===== src/rtl/arb_pkg.sv =====
// arb_pkg
// Shared definitions for the memory port arbiter: FSM state encoding,
// grant-owner codes and the default timing parameters.
// No ports (package).
package arb_pkg;

  typedef enum logic [1:0] {
    IDLE    = 2'd0,
    IF_XFER = 2'd1,
    DM_XFER = 2'd2,
    DONE    = 2'd3
  } arb_state_t;

  // Owner of the access currently in flight.
  localparam logic GNT_IF = 1'b0;
  localparam logic GNT_DM = 1'b1;

  localparam int DEF_MEM_LAT    = 2;
  localparam int DEF_STARVE_MAX = 4;

  // Wide enough for MEM_LAT and STARVE_MAX up to 15.
  localparam int CNT_W = 4;

endpackage


===== src/rtl/arb_lat_counter.sv =====
// arb_lat_counter
// Loadable up-counter that paces one fixed-latency memory access.
// tc is high while the count equals MEM_LAT.
// Ports:
//   clock      in   rising-edge clock
//   reset      in   asynchronous active-low reset
//   clear      in   synchronous clear to zero (highest priority)
//   load       in   synchronous load of load_value
//   load_value in   value to load
//   enable     in   increment by one
//   tc         out  terminal count (count == MEM_LAT)
module arb_lat_counter
  import arb_pkg::*;
#(
  parameter int MEM_LAT = DEF_MEM_LAT
) (
  input  logic             clock,
  input  logic             reset,
  input  logic             clear,
  input  logic             load,
  input  logic [CNT_W-1:0] load_value,
  input  logic             enable,
  output logic             tc
);

  logic [CNT_W-1:0] count;

  always_ff @(posedge clock or negedge reset) begin
    if (!reset) begin
      count <= '0;
    end else if (clear) begin
      count <= '0;
    end else if (load) begin
      count <= load_value;
    end else if (enable) begin
      count <= count + 1'b1;
    end
  end

  assign tc = (count == CNT_W'(MEM_LAT));

endmodule


===== src/rtl/memory_port_arbiter.sv =====
// memory_port_arbiter
// Shares one single-port memory between the instruction-fetch port and
// the data-memory port. One access at a time: grant in IDLE, MEM_LAT+1
// transfer cycles, then a one-cycle DONE that carries the ack.
// Data port has strict priority unless ARB_STARVE_GUARD_EN is defined,
// in which case IF is forced in after STARVE_MAX DM grants that were
// made while IF was waiting.
// Ports:
//   clock, reset                 clock and async active-low reset
//   if_req/if_addr               fetch request (held until if_ack)
//   if_ack/if_rdata              fetch completion pulse and data
//   dm_req/dm_we/dm_addr/dm_wdata data request (held until dm_ack)
//   dm_ack/dm_rdata              data completion pulse and load data
//   mem_en/mem_we/mem_addr/mem_wdata  memory command (registered)
//   mem_rdata                    memory read data, MEM_LAT after mem_en
//   if_stall/dm_stall            request pending and not yet acked
module memory_port_arbiter
  import arb_pkg::*;
#(
  parameter int ADDR_W     = 32,
  parameter int DATA_W     = 32,
  parameter int MEM_LAT    = DEF_MEM_LAT,
  parameter int STARVE_MAX = DEF_STARVE_MAX
) (
  input  logic              clock,
  input  logic              reset,
  input  logic              if_req,
  input  logic [ADDR_W-1:0] if_addr,
  output logic              if_ack,
  output logic [DATA_W-1:0] if_rdata,
  input  logic              dm_req,
  input  logic              dm_we,
  input  logic [ADDR_W-1:0] dm_addr,
  input  logic [DATA_W-1:0] dm_wdata,
  output logic              dm_ack,
  output logic [DATA_W-1:0] dm_rdata,
  output logic              mem_en,
  output logic              mem_we,
  output logic [ADDR_W-1:0] mem_addr,
  output logic [DATA_W-1:0] mem_wdata,
  input  logic [DATA_W-1:0] mem_rdata,
  output logic              if_stall,
  output logic              dm_stall
);

  if (MEM_LAT < 1 || MEM_LAT > 15 || STARVE_MAX < 1 || STARVE_MAX > 15) begin : g_param_check
    $error("memory_port_arbiter: MEM_LAT and STARVE_MAX must be in 1..15");
  end

  arb_state_t state, state_next;
  logic       owner;
  logic       grant_if, grant_dm;
  logic       force_if;
  logic       in_xfer;
  logic       tc;

  assign in_xfer = (state == IF_XFER) || (state == DM_XFER);

  arb_lat_counter #(
    .MEM_LAT(MEM_LAT)
  ) u_lat_counter (
    .clock      (clock),
    .reset      (reset),
    .clear      (state == DONE),
    .load       (grant_if | grant_dm),
    .load_value ({CNT_W{1'b0}}),
    .enable     (in_xfer & ~tc),
    .tc         (tc)
  );

`ifdef ARB_STARVE_GUARD_EN
  // Counts DM grants that overtook a waiting fetch; once it reaches
  // STARVE_MAX the next IDLE decision goes to IF regardless of dm_req.
  logic [CNT_W-1:0] streak;

  always_ff @(posedge clock or negedge reset) begin
    if (!reset) begin
      streak <= '0;
    end else if (grant_if) begin
      streak <= '0;
    end else if (grant_dm && if_req) begin
      streak <= streak + 1'b1;
    end
  end

  assign force_if = if_req && (streak == CNT_W'(STARVE_MAX));
`else
  assign force_if = 1'b0;
`endif

  always_ff @(posedge clock or negedge reset) begin
    if (!reset) begin
      state <= IDLE;
    end else begin
      state <= state_next;
    end
  end

  // Grants are only made from IDLE, so a requester still holding req
  // during its DONE cycle cannot be regranted back-to-back.
  always_comb begin
    state_next = state;
    grant_if   = 1'b0;
    grant_dm   = 1'b0;
    case (state)
      IDLE: begin
        if (dm_req && !force_if) begin
          grant_dm   = 1'b1;
          state_next = DM_XFER;
        end else if (if_req) begin
          grant_if   = 1'b1;
          state_next = IF_XFER;
        end
      end
      IF_XFER, DM_XFER: begin
        if (tc) begin
          state_next = DONE;
        end
      end
      DONE: begin
        state_next = IDLE;
      end
      default: begin
        state_next = IDLE;
      end
    endcase
  end

  // Memory command is captured at grant and held for the whole transfer;
  // mem_en is a single-cycle strobe. mem_wdata follows dm_wdata even on
  // a fetch grant, which is harmless because mem_we is 0 then.
  // Read data is captured at terminal count and the ack follows in DONE.
  always_ff @(posedge clock or negedge reset) begin
    if (!reset) begin
      owner     <= GNT_IF;
      mem_en    <= 1'b0;
      mem_we    <= 1'b0;
      mem_addr  <= '0;
      mem_wdata <= '0;
      if_ack    <= 1'b0;
      dm_ack    <= 1'b0;
      if_rdata  <= '0;
      dm_rdata  <= '0;
    end else begin
      mem_en <= 1'b0;
      if_ack <= 1'b0;
      dm_ack <= 1'b0;
      if (grant_dm) begin
        owner     <= GNT_DM;
        mem_en    <= 1'b1;
        mem_we    <= dm_we;
        mem_addr  <= dm_addr;
        mem_wdata <= dm_wdata;
      end else if (grant_if) begin
        owner     <= GNT_IF;
        mem_en    <= 1'b1;
        mem_we    <= 1'b0;
        mem_addr  <= if_addr;
        mem_wdata <= dm_wdata;
      end
      if (in_xfer && tc) begin
        if (owner == GNT_IF) begin
          if_rdata <= mem_rdata;
          if_ack   <= 1'b1;
        end else begin
          if (!mem_we) begin
            dm_rdata <= mem_rdata;
          end
          dm_ack <= 1'b1;
        end
      end
    end
  end

  assign if_stall = if_req & ~if_ack;
  assign dm_stall = dm_req & ~dm_ack;

endmodule


===== config.mk =====
export PLATFORM = sky130hd
export DESIGN_NAME = memory_port_arbiter
export DESIGN_NICKNAME = d
export VERILOG_FILES = /design/src/rtl/arb_pkg.sv /design/src/rtl/arb_lat_counter.sv /design/src/rtl/memory_port_arbiter.sv
export SDC_FILE = /design/constraint.sdc
export NUM_CORES = 1
export LEC_CHECK = 0
export BUFFER_PORTS_ARGS = -buffer_cell sky130_fd_sc_hd__buf_2
export CAP_MARGIN = 5
export CORE_AREA = 2 2 115 117
export DETAILED_ROUTE_END_ITERATION = 7
export DIE_AREA = 0 0 117 119
export PLACE_DENSITY = 0.79
export SLEW_MARGIN = 10
export SYNTH_ARGS = -nofsm -noshare
export SYNTH_HDL_FRONTEND = slang
export SYNTH_SLANG_ARGS = --single-unit
export TNS_END_PERCENT = 1

===== constraint.sdc =====
create_clock -name clock -period 2.8 [get_ports clock]
set_input_delay 0.56 -clock clock [delete_from_list [all_inputs] [get_ports clock]]
set_output_delay 0.56 -clock clock [all_outputs]
set_load 0.03 [all_outputs]

==> out/summary.txt <==
status: finished, final reports clean
CTS Sinks: 139
# port buffers: 266
initial DRC count: 138
Final nets: 777
vias in the first global route: 4,228
Fin Clk Skew: 0.00601 ns
Synthesis Warnings: 0
largest net degree at the start of global routing: 62
Worst slew margin: 41.9%
static leakage: 4.03 nW
initial antenna violation count: 0
Residual DRC: 0
Avg Cell Area, Syn: 15.9 um2
H-tree levels: 4
layout cell share with drive strength beyond 1: 70.7%
Synth Instances: 368
most frequent cells in the layout: buf_2, dfrtp_1, mux2_2
Clock Latency Late Sink: 0.42 ns
RSZ-0062 raised after global routing: false
Peak Freq: 0.419 GHz
core region area: 0.0129 mm2
top post-synthesis cells by area: dfrtp_1, mux2_2, mux2_4
cell taking the most area after synthesis: dfrtp_1
vias post-DR: 4,025
Post-DP HPWL: 10,100 um
initial core utilization: 45.6%
die height: 119 um
Reg clk slew, reported paths: 0.06 ns
Cell variety after synth: 38
most common cell after layout, fill and taps aside: buf_2
Synth Register Bits: 139
WL final: 13,600 um
dpl ws: 0.410 ns
Pwr Density: 1400 mW/mm2
Root Buffer: clkbuf_16
Final Cycle Share: 85.2%
CTS tree: done
Vias/cell: 4.86
min Tclk post-route: 2.39 ns
Congestion Overflow GR: 0
ANT nets after route: 0
Worst Tran Pin Value: 0.870 ns
Worst VDD drop: 0.000910 V
crit path launch type: flop
post_cts resized: 0
drt wl/cell: 16.5 um
mapped cell area: 0.00587 mm2
post-CTS setup buffer count: 0
Clock Tree Buf Depth: 2
1st-pass router iterations: 4
die area: 0.0139 mm2
die width: 117 um
# setup viols final: 0
final slew viol count: 0
first-pass GRT wire length: 20,500 um
Net Count, Synth: 506
CP arrival: 2.68 ns
top cell type's share of synthesized area: 59.3%
hold crit path type: in -> async
# hold bufs at CTS: 0
Total Routing Usage GR: 19.6%
diode count: 0
Area Overhead vs Synth: 36.9%
Worst setup EP type: flop
RD Place Congestion: 0.736
I/O pins: 267
CP Class: reg -> reg
Setup WS post-layout: 0.415 ns
cts bufs inserted: 17
Max Fanout on Critical Path: 45
final hold vios: 0
register area share after synthesis: 59.3%
FP Rows: 42
required time of the critical path: 3.09 ns
max-cap violations: 0
Total Neg Setup Slack: 0 ns
-- worst max-delay path, stage by stage, from the launching register on --
cell and delay [ns]:
dfrtp_1 0.39, inv_1 0.11, ha_1 0.25, nand2_1 0.13, o21ai_4 0.66, buf_12 0.33, mux2_2 0.37
-- synth_stat cells --
| cell | number |
|---|---|
| inv_2 | 1 |
| nand2b_1 | 1 |
| o21ai_0 | 3 |
| nor2b_1 | 3 |
| nand2b_4 | 1 |
| or3b_2 | 1 |
| clkbuf_1 | 1 |
| nor2_1 | 3 |
| o22ai_1 | 1 |
| nand3_1 | 1 |
| o31a_1 | 1 |
| or4_4 | 1 |
| buf_2 | 8 |
| mux2_2 | 121 |
| buf_4 | 3 |
| o21a_1 | 1 |
| nand2_1 | 4 |
| nor4_4 | 1 |
| buf_1 | 3 |
| nor3_1 | 1 |
| a2bb2oi_1 | 1 |
| or2_2 | 1 |
| o21ai_1 | 1 |
| inv_1 | 5 |
| mux2_4 | 30 |
| nor3b_1 | 1 |
| a21oi_1 | 1 |
| mux2_1 | 9 |
| xor2_1 | 1 |
| ha_1 | 5 |
| a211oi_1 | 4 |
| buf_6 | 4 |
| and3_1 | 1 |
| nand4_1 | 1 |
| mux2i_1 | 1 |
| o21bai_1 | 1 |
| dfrtp_1 | 139 |
| or3_1 | 2 |
-- per-stage QoR --
step	hold WS, ns	total power [mW]	std cells	util (%)	cell area (um2)
4_1_cts	0.0814	11.3	828	62.4	8030
2_1_floorplan	0.264	7.29	368	-	5870
6_report	0.0744	11.2	828	62.4	8030
5_1_grt	0.101	11.8	828	62.4	8030
3_5_place_dp	0.474	8.87	796	57.4	7390
3_3_place_gp	0.462	8.67	796	57.4	7390
-- registers in the layout, summed over array words and instances, names as in the netlist --
name,cells
dm_rdata,32
if_rdata,32
mem_addr,32
mem_wdata,32
u_lat_counter.count,4
state,2
dm_ack,1
if_ack,1
mem_en,1
mem_we,1
owner,1
-- per-layer routing --
metal | vias to the layer above | GRT usage [%] | routed length, um
met1 | 1976 | 20.5 | 5040
met3 | 16 | 7.23 | 1160
met5 | - | 0 | 0
met2 | 186 | 35.0 | 7200
met4 | 0 | 7.87 | 231
li1 | 1847 | - | -
-- cells by family after synthesis --
kind of cell	count (synthesis)	synth area share, %
multiplexers	161	32.8
flip-flops	139	59.3
buffers and inverters	25	2.47
AND/OR/NAND/NOR	23	2.64
AO/OA/AOI/OAI	14	1.60
adder cells (fa/ha/maj)	5	1.07
XOR/XNOR	1	0.149
-- area by class of cell --
cell class | instances | area [um2]
repair buffers | 271 | 1410
clock inverters | 11 | 164
clock buffers | 21 | 480
multi-input cells | 204 | 2260
inverters | 6 | 22.5
well taps | 176 | 220
fillers | 948 | 4840
flip-flops and latches | 139 | 3480
-- power breakdown --
| part | internal [mW] | switching, mW |
|---|---|---|
| sequential | 3.02 | 0.553 |
| clock | 1.58 | 0.823 |
| combinational | 2.04 | 3.19 |
-- path summary, 6_finish.rpt --
| check | from | end | slack, ns | cells after the start |
|---|---|---|---|---|
| setup / recovery | state[0] | mem_addr[2] | 0.41 | 6 |
| hold / removal | reset | dm_rdata[5] | 0.07 | 1 |
| setup reg to reg | state[0] | mem_addr[2] | 0.41 | 6 |
| hold reg to reg | if_rdata[8] | if_rdata[8] | 0.49 | 1 |
| max in group asynchronous | reset | dm_rdata[22] | 1.98 | 2 |
| min in group clock | mem_rdata[19] | if_rdata[19] | 0.37 | 2 |
(Power assumes the default switching activity.)
